[src/rtl/fp_mult_link_pkg.sv]
// fp_mult_link_pkg: shared definitions for the fp_mult host adapter.
//   state_e        - controller state encoding
//   OPERAND_BYTES  - bytes streamed into fp_mult per operation ({Y,X})
//   RESULT_BYTES   - bytes collected from fp_mult per operation
//   FP64_QNAN      - product returned when the watchdog expires
package fp_mult_link_pkg;

  typedef enum logic [2:0] {
    ST_IDLE = 3'd0,
    ST_SEND = 3'd1,
    ST_WAIT = 3'd2,
    ST_RECV = 3'd3,
    ST_DONE = 3'd4
  } state_e;

  localparam int OPERAND_BYTES = 16;
  localparam int RESULT_BYTES  = 8;

  localparam logic [63:0] FP64_QNAN = 64'h7FF8_0000_0000_0000;

endpackage

[src/rtl/fp_mult_link.sv]
// fp_mult_link: host-side adapter in front of the byte-serial fp_mult core.
// Accepts a pair of IEEE-754 doubles, streams them LSB-first (X then Y) into
// fp_mult, waits for READY under a watchdog, gathers the 8 product bytes and
// hands the 64-bit result back over a valid/ready handshake.
//
// Ports:
//   clk_i, rst_n_i          clock, async active-low reset
//   in_valid_i/in_ready_o   operand handshake, x_i/y_i sampled on accept
//   out_valid_o/out_ready_i result handshake, result_o/timeout_err_o held
//   mult_reset_o            active-high reset to fp_mult (high while idle)
//   mult_enable_o           fp_mult ENABLE, high while streaming operands
//   mult_data_in_o          fp_mult DATA_IN
//   mult_data_out_i         fp_mult DATA_OUT
//   mult_ready_i            fp_mult READY
//
// state | meaning
// IDLE  | multiplier held in reset, waiting for operands
// SEND  | one operand byte per cycle on mult_data_in_o (16 cycles)
// WAIT  | watchdog running, waiting for mult_ready_i
// RECV  | capturing product bytes 1..7
// DONE  | result presented until the host takes it
module fp_mult_link
  import fp_mult_link_pkg::*;
#(
  parameter int TIMEOUT_CYCLES = 64
) (
  input  logic        clk_i,
  input  logic        rst_n_i,
  input  logic        in_valid_i,
  output logic        in_ready_o,
  input  logic [63:0] x_i,
  input  logic [63:0] y_i,
  output logic        out_valid_o,
  input  logic        out_ready_i,
  output logic [63:0] result_o,
  output logic        timeout_err_o,
  output logic        mult_reset_o,
  output logic        mult_enable_o,
  output logic [7:0]  mult_data_in_o,
  input  logic [7:0]  mult_data_out_i,
  input  logic        mult_ready_i
);

  localparam int WDOG_W = $clog2(TIMEOUT_CYCLES + 1);
  localparam logic [WDOG_W-1:0] WDOG_LIMIT = WDOG_W'(TIMEOUT_CYCLES);
  localparam logic [3:0] LAST_OP_BYTE  = 4'(OPERAND_BYTES - 1);
  localparam logic [3:0] LAST_RES_BYTE = 4'(RESULT_BYTES - 1);

  state_e              state_q;
  logic [127:0]        shift_q;
  logic [3:0]          byte_cnt_q;
  logic [3:0]          byte_cnt_d;
  logic [WDOG_W-1:0]   wdog_q;
  logic [WDOG_W-1:0]   wdog_d;
  logic                in_ready_q;
  logic                out_valid_q;
  logic [63:0]         result_q;
  logic                timeout_err_q;
  logic                mult_reset_q;
  logic                mult_enable_q;
  logic [7:0]          mult_data_in_q;

  assign byte_cnt_d = byte_cnt_q + 4'd1;
  assign wdog_d     = wdog_q + 1'b1;

  always_ff @(posedge clk_i or negedge rst_n_i) begin
    if (!rst_n_i) begin
      state_q        <= ST_IDLE;
      shift_q        <= '0;
      byte_cnt_q     <= '0;
      wdog_q         <= '0;
      in_ready_q     <= 1'b1;
      out_valid_q    <= 1'b0;
      result_q       <= '0;
      timeout_err_q  <= 1'b0;
      mult_reset_q   <= 1'b1;
      mult_enable_q  <= 1'b0;
      mult_data_in_q <= '0;
    end else begin
      case (state_q)
        ST_IDLE: begin
          if (in_valid_i && in_ready_q) begin
            // Byte 0 goes straight to the output register; the shift
            // register keeps the remaining 15 bytes.
            mult_data_in_q <= x_i[7:0];
            shift_q        <= {8'h00, y_i, x_i[63:8]};
            byte_cnt_q     <= '0;
            wdog_q         <= '0;
            timeout_err_q  <= 1'b0;
            in_ready_q     <= 1'b0;
            mult_reset_q   <= 1'b0;
            mult_enable_q  <= 1'b1;
            state_q        <= ST_SEND;
          end
        end
        ST_SEND: begin
          if (byte_cnt_q == LAST_OP_BYTE) begin
            mult_enable_q  <= 1'b0;
            mult_data_in_q <= '0;
            state_q        <= ST_WAIT;
          end else begin
            mult_data_in_q <= shift_q[7:0];
            shift_q        <= {8'h00, shift_q[127:8]};
            byte_cnt_q     <= byte_cnt_d;
          end
        end
        ST_WAIT: begin
          wdog_q <= wdog_d;
          // READY takes priority over a watchdog expiry on the same edge.
          if (mult_ready_i) begin
            result_q[7:0] <= mult_data_out_i;
            byte_cnt_q    <= 4'd1;
            state_q       <= ST_RECV;
          end else if (wdog_d == WDOG_LIMIT) begin
            result_q      <= FP64_QNAN;
            timeout_err_q <= 1'b1;
            out_valid_q   <= 1'b1;
            state_q       <= ST_DONE;
          end
        end
        ST_RECV: begin
          result_q[{byte_cnt_q[2:0], 3'b000} +: 8] <= mult_data_out_i;
          if (byte_cnt_q == LAST_RES_BYTE) begin
            out_valid_q <= 1'b1;
            state_q     <= ST_DONE;
          end else begin
            byte_cnt_q <= byte_cnt_d;
          end
        end
        ST_DONE: begin
          if (out_ready_i) begin
            out_valid_q  <= 1'b0;
            in_ready_q   <= 1'b1;
            mult_reset_q <= 1'b1;
            state_q      <= ST_IDLE;
          end
        end
        default: begin
          state_q <= ST_IDLE;
        end
      endcase
    end
  end

  assign in_ready_o     = in_ready_q;
  assign out_valid_o    = out_valid_q;
  assign result_o       = result_q;
  assign timeout_err_o  = timeout_err_q;
  assign mult_reset_o   = mult_reset_q;
  assign mult_enable_o  = mult_enable_q;
  assign mult_data_in_o = mult_data_in_q;

endmodule

[config.mk]
export PLATFORM = sky130hd
export DESIGN_NAME = fp_mult_link
export DESIGN_NICKNAME = d
export VERILOG_FILES = /design/src/rtl/fp_mult_link_pkg.sv /design/src/rtl/fp_mult_link.sv
export SDC_FILE = /design/constraint.sdc
export NUM_CORES = 1
export LEC_CHECK = 0
export ABC_AREA = 0
export BUFFER_PORTS_ARGS = -buffer_cell sky130_fd_sc_hd__buf_2
export CAP_MARGIN = 20
export CORE_ASPECT_RATIO = 2
export CORE_MARGIN = 2
export CORE_UTILIZATION = 27
export CTS_BUF_LIST = sky130_fd_sc_hd__clkbuf_2 sky130_fd_sc_hd__clkbuf_4 sky130_fd_sc_hd__clkbuf_8
export CTS_CLUSTER_DIAMETER = 120
export CTS_CLUSTER_SIZE = 20
export DETAILED_ROUTE_END_ITERATION = 7
export SETUP_SLACK_MARGIN = 0.2
export SKIP_CTS_REPAIR_TIMING = 1
export SLEW_MARGIN = 40
export SYNTH_ARGS = -nofsm -noshare
export SYNTH_HDL_FRONTEND = slang
export SYNTH_SLANG_ARGS = --single-unit
[constraint.sdc]
create_clock -name clk_i -period 3.1 [get_ports clk_i]
set_input_delay 0.775 -clock clk_i [delete_from_list [all_inputs] [get_ports clk_i]]
set_output_delay 0.775 -clock clk_i [all_outputs]
set_load 0.02 [all_outputs]
### After elaboration in Yosys (flattened, before gate mapping)

Index checks and enable logic that the tools add are counted.

* flip-flop bits (word level): 218
* input port bits: 141
* word-level logic and storage cells: 89
* output and inout port bits: 77

* $add $sub $neg: 3
* shift-type cells: 2
* reductions and logical operators: 19
* equality and inequality tests: 17
* mux-type cells: 37

Operators by type and width (count)
* $mux W128: 2
* $pmux W128 S2: 1
* $pmux W64 S2: 1
* $bwmux W64: 1
* $mux W64: 1
* $shift A8 B8 Y64 const A: 1
* $shiftx A8 B8 Y64: 1
* $mux W56: 1
* $mux W8: 3
* $mux W3: 6
* $ne A2 B2 Y1 const B: 9
* $mux W4: 4
* $pmux W4 S4: 1
* $pmux W8 S2: 1
* $pmux W3 S5: 1
* $reduce_and A5 Y1: 3
* $pmux W7 S2: 1
* $reduce_and A3 Y1: 4
* $mux W1: 8
* $neg A6 Y8: 1
* $reduce_bool A2 Y1: 4
* $add A7 B1 Y7 const B: 1
* $eq A7 B7 Y1 const B: 1
* $mux W7: 1
* other kinds (15): 20

### Depth between registers and ports, before layout

Gate-level depths: netlist of run 1.

* depth in word-level cells: 5
* mapped depth: 8
* depth with buffers taken out: 7

### Worst setup path after synthesis of run 1

No wires, ideal clock.

* path type: flip-flop to flip-flop
* from: register byte_cnt_q[0]
* to: register result_q[55], in the netlist result_o[55]
* arrival time: 2.065 ns
* path buffers: 0
* stages on the path, launching flop included: 8
* period minus slack after synthesis: 2.139 ns
* slack: 0.961 ns
* library setup time: 0.073 ns
* required time: 3.027 ns
* path through: dfrtp_1 -> inv_1 -> ha_1 -> ha_1 -> nand4bb_1 -> nor4_1 -> nor2_1 -> a21oi_2

* cells in the longest elaborated chain, start to end: 4
* elaborated cells on any way between the ends: 5
* classes of those cells: 1 x add/sub; 2 x shift; 2 x mux

RTL lines
* start: declaration: RTL line fp_mult_link.sv:51 `logic [3:0] byte_cnt_q;`
* start signal: assignment: RTL line fp_mult_link.sv:104 `byte_cnt_q <= byte_cnt_d;`
* start signal: assignment: RTL line fp_mult_link.sv:127 `byte_cnt_q <= byte_cnt_d;`
* $neg A6 Y8 *: RTL line fp_mult_link.sv:122 `result_q[{byte_cnt_q[2:0], 3'b000} +: 8] <= mult_data_out_i;`
* $shiftx A8 B8 Y64 / $shift A8 B8 Y64 (equally long branches): RTL line fp_mult_link.sv:122
* $bwmux W64 *: RTL line fp_mult_link.sv:122
* $pmux W64 S2 *: RTL line fp_mult_link.sv:80 `case (state_q)`
* end signal: indexed assignment: RTL line fp_mult_link.sv:122
* end: declaration: RTL line fp_mult_link.sv:57 `logic [63:0] result_q;`

Mark *: on every way between the ends. The rest lies on a longest branch, timed or not.
A chain may end at the register's enable or synchronous reset.

### Final worst setup path of run 1

* from: register byte_cnt_q[1]
* to: register result_q[27], in the netlist result_o[27]

Same word-level chain as after synthesis.

==> results of run 1 <==
-- critical path, delay by kind of cell, from the launching register on --
family	cells	cell delay [ns]
flip-flops	1	0.44
AO/OA/AOI/OAI	1	0.18
AND/OR/NAND/NOR	3	1.22
adder cells (fa/ha/maj)	2	0.38
buffers and inverters	1	0.08
-- logic make-up after synthesis --
kind of cell	synth area share
and+or+nand+nor	0.1287
AOI/OAI and AO/OA	0.1530
DFF	0.5528
muxes	0.1223
buffers and inverters	0.03514
adders and majority gates	0.005264
xor gates and xnor gates	0.002764
-- state kept, by name, indices dropped and copies added (netlist names) --
| signal | cells |
|---|---|
| mult_data_in_o | 8 |
| wdog_q | 7 |
| mult_enable_o | 1 |
| shift_q | 120 |
| byte_cnt_q | 4 |
| result_o | 64 |
| out_valid_o | 1 |
| timeout_err_o | 1 |
| state_q | 3 |
| mult_reset_o | 1 |
-- where the power goes --
group | leakage, nW | switching, mW | internal (mW)
Sequential | 2.60 | 0.788 | 4.00
Clock | 0.132 | 0.906 | 0.505
Combinational | 2.52 | 3.15 | 2.07
Total | 5.25 | 4.85 | 6.58
-- cells in the mapped netlist (all sizes together), types with 4 or more instances --
cell type,instances,area (um2)
nand3b,5,37.54
clkbuf,30,117.6
nor2,36,135.1
and2,5,31.28
mux2i,115,1151
nand3,16,80.08
buf,40,197.7
nor4,4,31.28
ha,4,50.05
nand2,186,698.2
a22o,8,70.07
o2bb2ai,48,420.4
dfrtp,209,5230
or4,4,30.03
a2bb2oi,8,70.07
a21oi,18,120.1
or3,4,25.02
o21ai,137,685.7
inv,5,18.77
nand2b,4,25.02
-- layout make-up --
| class | instances | area share |
|---|---|---|
| clock inverters | 1 | 0.0009950 |
| inverters | 5 | 0.001658 |
| flip-flops and latches | 210 | 0.4645 |
| diodes | 2 | 0.0004422 |
| multi-input cells | 634 | 0.3474 |
| well taps | 445 | 0.04920 |
| repair buffers | 230 | 0.1150 |
| clock buffers | 19 | 0.02090 |
-- routing by layer --
metal  global-route usage  part of all wire  vias up
li1                     -                 -     3547
met1               0.1558              0.38     3430
met2               0.2553              0.51      244
met3              0.03196             0.068       49
met4              0.05592             0.037        6
met5                    0            0.0012        -
-- metrics by stage --
stage	hold WS, ns	total power, mW
CTS	0.1643	11.62
finish	0.1969	11.42
detailed placement	0.4634	10.18
floorplan	0.4496	8.512
global route	0.1791	12.47
global placement	0.4552	9.964
-- final timing paths --
kind | startpoint | to | slack (ns) | cells past startpoint
min in group clk_i | y_i[58] | shift_q[114] | 0.46 | 2
worst max-delay path | byte_cnt_q[1] | result_o[27] | 0.71 | 7
worst min register to register | timeout_err_o | timeout_err_o | 0.48 | 2
max in group asynchronous | rst_n_i | shift_q[46] | 2.14 | 2
worst min-delay path | rst_n_i | result_o[40] | 0.20 | 1
worst max register to register | byte_cnt_q[1] | result_o[27] | 0.71 | 7
==> metrics, run 1 <==
result of the run=complete, no violations; crit-path max FO=8; clock transition at the registers of the reported paths=between 0.1 and 0.15 ns; Worst Skew=0.02395 ns; total nets after synthesis=1064; initial antenna violation count=4; buffers from clock root to sink, at most=3; width of the chip=136.7 um; chain of cells forming the critical path=inv_1, ha_1, ha_1, nor4bb_1, nand2_1, nor2_1, o2bb2ai_1; most common cell after layout, fill and taps aside=sky130_fd_sc_hd__buf_2; cell count after placement=around 1.5k; number of optimization iterations in the first detailed-route pass=4; post-detailed-route wirelength per cell=16.96 um; initial drt markers=253; weighted congestion reported at the end of routability-driven placement=between 0.8 and 0.9; cell area after synthesis=9508 um2; net total in the final layout=roughly 1.2k; Final Hold Viols=0; Distinct cells, synth=slightly above 50; FF+latch area=~5300 um2; Max rail drop VDD=0.0005544 V; number of synthesized flops with an enable pin=0; path class of the lowest-slack min-delay path=in -> async; Max Cap Viol=0; CP Data Required Time=3.55 ns; number of sinks driven by the clock tree=210; vertical die dimension=about 270 um; capturing element type of the critical path=register; number of buffers created by CTS=14; detailed-route via count=a little over 7k; Worst Setup Slack post-DPL=0.7048 ns; core area=34830 um2; Sum Neg Setup Slack=0 ns; worst-case headroom to the max-slew limit=0.5015; Worst setup SP type=register; drt drc=0; final instance count without filler cells=1546; most numerous cell on the critical path=sky130_fd_sc_hd__ha_1; antenna-violating nets left=0; buffers added on ports=217; number of filler instances in the final layout=around 3.6k; RSZ-0062 raised after global routing=false; gate count after technology mapping=~900; proportion of layout cells with a drive suffix above 1=0.2411; Worst-Skew Late Latency=0.54 ns; timing-limited maximum frequency=418.1 MHz; share of synthesized registers carrying an async set or reset=1.000; Yosys warning count=0; H-tree Lvls=1; vias in the first global route=7325; cell area power density=between 1000 and 1500 nW/um2; most frequently used flop master after synthesis=sky130_fd_sc_hd__dfrtp_1; standard cell with the maximum stage delay on the critical path=sky130_fd_sc_hd__nor2_1; Cell Rows=97; pin count of the biggest net entering global routing=233; CTS tree=done; core occupancy in the finished layout=0.3249; cell area after placement=11040 um2; initial core utilization=0.2730; design area=11320 um2; average cell area after synthesis=about 10 um2; shortest clock period the worst path allows after layout=2.392 ns; minimum setup slack in the final design=0.7083 ns; Detailed Route WL=26.23 mm; most frequent cells in the layout=216 x sky130_fd_sc_hd__buf_2, 209 x sky130_fd_sc_hd__dfrtp_1, 186 x sky130_fd_sc_hd__nand2_1; delay of the slowest critical-path stage=0.55 ns; number of top-level pins=218; Arrival @ worst endpoint=2.84 ns; Vias per Instance=4.706; final clock period utilization by the worst path=0.7715; Clk Tree Root Cell=sky130_fd_sc_hd__clkbuf_8; first-pass GRT wire length=41.10 mm; die footprint=36820 um2; Max Slew Vio Count=0; HPWL reported at the end of detailed placement=around 19 mm; static leakage=about 5.2 nW; sequential area share after synthesis=0.5528; overflow left after global routing=0; Area Growth Syn to Fin=19.03%; final setup violation count=0; number of synthesized register bits=210; area of the multi-input gates=approximately 4000 um2; Worst Setup Path Type=reg -> reg; global-route usage over all layers=0.1410; Slew @ Worst Pin=0.7477 ns
No activity file was read; power rests on OpenSTA's default activity.
==> run 2, diff against run 1 <==
Clock period 3.1 ns to 2.3 ns, I/O delays scaled along.
==> run 2 against run 1 <==
  * Routed wire length is 3.5% higher
  * Non-clock buffer count is 39 higher
  * Largest power group unchanged
  * Cell area is 4.2% higher
  * Highest routed layer unchanged
  * Critical path type unchanged
  * Via count is 3.3% higher
  * Global-route usage is 0.22 points higher
  * Core utilization is 1.4 points higher
==> metrics, run 2 (synthesis gave the netlist of run 1 again) <==
result of the run=complete, no violations; number of top-level pins=218 (unchanged); Max Slew Vio Count=0 (unchanged); RSZ-0062 raised after global routing=false; Area Growth Syn to Fin=24.03%; Worst setup SP type=register; worst r2r src=byte_cnt_q[0]; Max rail drop VDD=0.0008607 V (+55%); cell area power density=1382 nW/um2 (+37%); initial drt markers=262 (+3.6%); R2R cell count=8 (+1); Slew @ Worst Pin=0.5513 ns (-0.1964 ns); delay of the slowest critical-path stage=0.43 ns (-0.12 ns); first-pass GRT wire length=41.77 mm (+1.6%); cell count after placement=1558 (+2.3%); overflow left after global routing=0 (unchanged); die footprint=36820 um2 (unchanged); number of optimization iterations in the first detailed-route pass=4 (unchanged); Max Cap Viol=0 (unchanged); most common cell after layout, fill and taps aside=sky130_fd_sc_hd__buf_2; worst hold endpoint=shift_q[118]; HPWL reported at the end of detailed placement=20.09 mm (+4.0%); Cell Int Power=9.482 mW (+44%); chain of cells forming the critical path=inv_1, ha_1, ha_1, nor4bb_2, nand2_1, nor2_1, buf_4, o2bb2ai_1; most numerous cell on the critical path=sky130_fd_sc_hd__ha_1; worst hold margin=0.2450 ns (+0.04817 ns); final clock period utilization by the worst path=0.8851 (+0.1136); cell area after placement=11380 um2 (+3.1%); width of the chip=136.7 um (unchanged); area of the multi-input gates=3988 um2 (+1.4%); initial core utilization=0.2730 (unchanged); standard cell with the maximum stage delay on the critical path=sky130_fd_sc_hd__nor4bb_2; path class of the lowest-slack min-delay path=in -> reg; vertical die dimension=269.4 um (unchanged); Sum Neg Setup Slack=0 ns (unchanged); core area=34830 um2 (unchanged); origin of the worst min-delay path=y_i[62]; most frequent cells in the layout=216 x sky130_fd_sc_hd__buf_2, 206 x sky130_fd_sc_hd__dfrtp_1, 186 x sky130_fd_sc_hd__nand2_1; CP Data Required Time=2.77 ns (-0.78 ns); H-tree Lvls=1 (unchanged); worst hold path cell count=2; Vias per Instance=4.746 (+0.83%); crit-path max FO=8 (unchanged); Cell Rows=97 (unchanged); weighted congestion reported at the end of routability-driven placement=0.7849 (-4.6%); Detailed Route WL=27.15 mm (+3.5%); worst-case headroom to the max-slew limit=0.6317 (+0.1302); CTS tree=done; number of filler instances in the final layout=3560 (-2.4%); Worst-Skew Late Latency=0.55 ns (about the same); pin count of the biggest net entering global routing=65 (-72%); initial antenna violation count=8 (+4); vias in the first global route=7690 (+5.0%); buffers from clock root to sink, at most=3 (unchanged); detailed-route via count=7517 (+3.3%); buffers added on ports=217 (unchanged); proportion of layout cells with a drive suffix above 1=0.2777 (+0.03655); core occupancy in the finished layout=0.3386 (+0.01365); power share of the combinational group=0.487 (+0.030); net total in the final layout=1279 (+3.1%); global-route usage over all layers=0.1432 (+0.002172); Clk Tree Root Cell=sky130_fd_sc_hd__clkbuf_8; number of sinks driven by the clock tree=210 (unchanged); Worst Skew=0.02022 ns (-0.003730 ns); shortest clock period the worst path allows after layout=2.036 ns (-0.3560 ns); Worst Setup Path Type=reg -> reg; timing-limited maximum frequency=491.2 MHz (+17%); Worst Setup Slack post-DPL=0.1445 ns (-0.5603 ns); register with the most flip-flops=shift_q; post-detailed-route wirelength per cell=17.14 um (+1.0%); net switching fraction of the power=0.4181 (-0.006252); minimum setup slack in the final design=0.2643 ns (-0.4440 ns); number of buffers created by CTS=14 (unchanged); FF+latch area=5260 um2 (about the same); Worst setup startpoint=byte_cnt_q[0]; design area=11790 um2 (+4.2%); reg-to-reg critical path endpoint=result_o[41]; Final Hold Viols=0 (unchanged); flip-flop count of the largest register after layout=120 (unchanged); Final Total Pwr=16.30 mW (+43%); drt drc=0 (unchanged); antenna-violating nets left=0 (unchanged); final setup violation count=0 (unchanged); clock transition at the registers of the reported paths=0.14 ns (about the same); Seq pwr share=0.394 (-0.025); flop2flop setup slack=0.26 ns (-0.44 ns); static leakage=5.490 nW (+4.6%); power dissipated by switching net loads=6.814 mW (+41%); Clock power frac=0.118 (-0.005); Arrival @ worst endpoint=2.50 ns (-0.34 ns); capturing element type of the critical path=register; final instance count without filler cells=1584 (+2.5%)
==> run 2: changes by cell type in the layout (fill, tap and decap cells not counted), sizes merged <==
cell         change
dlygate4sd3      +1
buf             +35
clkbuf           +3
diode            -1
==> run 2: layout make-up <==
cell class,count,share of cell area
timing repair buffer,269,0.1458
sequential,210,0.4460
multi-input combinational,634,0.3381
clock buffer,19,0.02005
antenna,1,0.0002122
clock inverter,1,0.0009549
tap,445,0.04721
inverter,5,0.001592
==> run 2: power by group through the flow <==
stage,Clock (mW),Combinational (mW),Sequential [mW]
floorplan,0,4.48,7.01
global placement,0,7.54,6.48
detailed placement,0,7.73,6.53
CTS,2.06,7.74,6.44
global route,2.16,8.89,6.66
finish,1.93,7.94,6.43
==> run 2: worst max-delay path by stage <==
stage                         endpoint  slack, ns
after floorplan           result_o[48]       0.26
after global placement    result_o[36]       0.21
after detailed placement  result_o[44]       0.14
after CTS                 result_o[41]       0.12
after global routing      result_o[41]       0.15
final                     result_o[41]       0.26
==> run 2: layer usage <==
layer  routed length [um]  track usage  part of all wire  vias to the layer above
li1                     -            -                 -                     3643
met1                10170       0.1520              0.37                     3558
met2                14150       0.2666              0.52                      250
met3                 1824      0.03497             0.067                       52
met4                  924      0.05208             0.034                       14
met5                   75            0            0.0028                        -
==> run 2: worst max-delay path: cells and delay by family, from the launching register on <==
family / cells / cell delay (ns)
AND/OR/NAND/NOR: 3 / 0.78
adder cells (fa/ha/maj): 2 / 0.42
flip-flops: 1 / 0.37
buffers and inverters: 2 / 0.26
AO/OA/AOI/OAI: 1 / 0.13
==> run 3, diff against run 2 <==
Settings changed: CORE_MARGIN 2 to 10.
==> run 3 against run 2 <==
  * Critical path type unchanged
  * Cell area about the same
  * Maximum frequency fell by 1.3%
  * The flow now finishes with violations (hold timing)
  * Worst hold slack got worse by 0.25 ns
  * Core utilization shrank 0.096 points
  * Sequential power barely moved
  * Non-clock buffer count rose by 3
  * Critical endpoint is now result_o[36]
  * Global-route usage is 1.2 points lower
==> metrics, run 3 (synthesis gave the netlist of run 1 again) <==
first-pass GRT wire length=46.44 mm (+11%); drt drc=0 (unchanged); core occupancy in the finished layout=0.3376 (-0.0009610); number of sinks driven by the clock tree=210 (unchanged); power share of the combinational group=0.487 (about the same); most common cell after layout, fill and taps aside=sky130_fd_sc_hd__buf_2; Worst Setup Path Type=reg -> reg; Final Hold Viols=4 (+4); Sum Neg Setup Slack=0 ns (unchanged); width of the chip=152.7 um (+12%); timing-limited maximum frequency=484.8 MHz (-1.3%); power dissipated by switching net loads=6.920 mW (+1.5%); number of buffers created by CTS=14 (unchanged); Arrival @ worst endpoint=2.50 ns (about the same); shortest clock period the worst path allows after layout=2.063 ns (+0.02676 ns); net switching fraction of the power=0.4247 (+0.006569); Seq pwr share=0.396 (+0.002); R2R cell count=7 (-1); capturing element type of the critical path=register; path class of the lowest-slack min-delay path=in -> async; crit-path max FO=8 (unchanged); net total in the final layout=1282 (+0.23%); H-tree Lvls=1 (unchanged); Cell Rows=97 (unchanged); flop2flop setup slack=0.24 ns (-0.03 ns); number of top-level pins=218 (unchanged); buffers from clock root to sink, at most=3 (unchanged); post-detailed-route wirelength per cell=18.85 um (+10%); worst-case headroom to the max-slew limit=0.5093 (-0.1224); worst r2r src=byte_cnt_q[0]; CTS tree=done; vertical die dimension=285.4 um (+5.9%); HPWL reported at the end of detailed placement=23.11 mm (+15%); overflow left after global routing=0 (unchanged); delay of the slowest critical-path stage=0.67 ns (+0.24 ns); reg-to-reg critical path endpoint=result_o[36]; Cell Int Power=9.373 mW (-1.1%); initial drt markers=169 (-35%); chain of cells forming the critical path=inv_1, ha_1, ha_2, nand4bb_4, or4_4, nand2_1, o2bb2ai_1; static leakage=5.490 nW (about the same); worst hold margin=-0.006187 ns (-0.2512 ns); Crit path max-delay family=simple AND/OR/NAND/NOR gates; die footprint=43570 um2 (+18%); Clk Tree Root Cell=sky130_fd_sc_hd__clkbuf_8; Area Growth Syn to Fin=24.11% (about the same); cell area power density=1381 nW/um2 (about the same); Clock power frac=0.117 (about the same); Max Cap Viol=0 (unchanged); vias in the first global route=7908 (+2.8%); number of optimization iterations in the first detailed-route pass=4 (unchanged); Max rail drop VDD=0.0007504 V (-13%); Slew @ Worst Pin=0.7361 ns (+0.1848 ns); final clock period utilization by the worst path=0.8967 (+0.01163); Worst-Skew Late Latency=0.55 ns (about the same); Final Total Pwr=16.29 mW (about the same); detailed-route via count=7442 (-1.0%); clock transition at the registers of the reported paths=0.13 ns (about the same); final setup violation count=0 (unchanged); count of buffer and inverter cells on the critical path=1 (-1); Max Slew Vio Count=0 (unchanged); Vias per Instance=4.686 (-1.2%); flip-flop count of the largest register after layout=120 (unchanged); buffers added on ports=217 (unchanged); Worst Skew=0.02758 ns (+0.007354 ns); result of the run=finished with violations; Worst Setup Slack post-DPL=0.1194 ns (-0.02512 ns); proportion of layout cells with a drive suffix above 1=0.2918 (+0.01417); Detailed Route WL=29.93 mm (+10%); initial antenna violation count=1 (-7); minimum setup slack in the final design=0.2375 ns (-0.02676 ns); Worst setup SP type=register; global-route usage over all layers=0.1311 (-0.01207); failing checks=hold timing; weighted congestion reported at the end of routability-driven placement=0.8398 (+7.0%); antenna-violating nets left=0 (unchanged); initial core utilization=0.2720 (-0.0009478); standard cell with the maximum stage delay on the critical path=sky130_fd_sc_hd__or4_4; register with the most flip-flops=shift_q; CP Data Required Time=2.73 ns (-0.04 ns); most frequent cells in the layout=216 x sky130_fd_sc_hd__buf_2, 206 x sky130_fd_sc_hd__dfrtp_1, 179 x sky130_fd_sc_hd__nand2_1; RSZ-0062 raised after global routing=true; core area=34950 um2 (+0.35%); pin count of the biggest net entering global routing=82 (+26%)
## run 3: cell types whose count changed in the layout (fill, tap and decap cells not counted), sizes merged
cell         change
diode            +1
buf              +5
clkbuf           -1
dlygate4sd3      -1
## run 3: how the worst max path moves through the flow
stage | startpoint | end | slack [ns] | cells past startpoint
detailed placement | byte_cnt_q[0] | result_o[9] | 0.12 | 8
finish | byte_cnt_q[0] | result_o[36] | 0.24 | 7
CTS | byte_cnt_q[0] | result_o[9] | 0.10 | 8
global route | byte_cnt_q[0] | result_o[36] | 0.13 | 7
floorplan | byte_cnt_q[0] | result_o[48] | 0.26 | 8
global placement | byte_cnt_q[0] | result_o[37] | 0.17 | 7
## run 3: power by group through the flow
stage	sequential, mW	combinational [mW]	clock (mW)
6_report	6.45	7.93	1.91
5_1_grt	6.68	8.89	2.13
4_1_cts	6.46	7.74	2.04
3_5_place_dp	6.55	7.72	0
3_3_place_gp	6.50	7.54	0
2_1_floorplan	7.01	4.48	0
## run 3: layout make-up
| type | count | area [um2] |
|---|---|---|
| Clock buffer | 19 | 236.5 |
| Multi-Input combinational cell | 634 | 4028 |
| Clock inverter | 1 | 11.26 |
| Sequential cell | 210 | 5260 |
| Timing Repair Buffer | 272 | 1684 |
| Tap cell | 445 | 556.8 |
| Antenna cell | 2 | 5.005 |
| Fill cell | 3621 | 23150 |
| Inverter | 5 | 18.77 |
## run 3: worst register-to-register path, stage by stage (launching register included)
cell,delay (ns)
sky130_fd_sc_hd__dfrtp_1,0.37
sky130_fd_sc_hd__inv_1,0.09
sky130_fd_sc_hd__ha_1,0.21
sky130_fd_sc_hd__ha_2,0.19
sky130_fd_sc_hd__nand4bb_4,0.24
sky130_fd_sc_hd__or4_4,0.67
sky130_fd_sc_hd__nand2_1,0.12
sky130_fd_sc_hd__o2bb2ai_1,0.07
## run 3: per-layer routing
metal | part of all wire | vias up | wire length, um | global-route usage
met1 | 0.38 | 3503 | 11280 | 0.1375
met3 | 0.061 | 42 | 1829 | 0.03015
li1 | - | 3646 | - | -
met2 | 0.53 | 249 | 15980 | 0.2498
met5 | 0.00067 | - | 20 | 0
met4 | 0.027 | 2 | 820 | 0.04165
## run 3: per-stage QoR
stage                     instances  area (um2)  hold WS, ns
final                          1588       11800    -0.006187
after global placement         1563       11380       0.4600
after global routing           1586       11800      0.02827
after CTS                      1583       11630     0.007297
after floorplan                 919        9514       0.2794
after detailed placement       1563       11380       0.4697
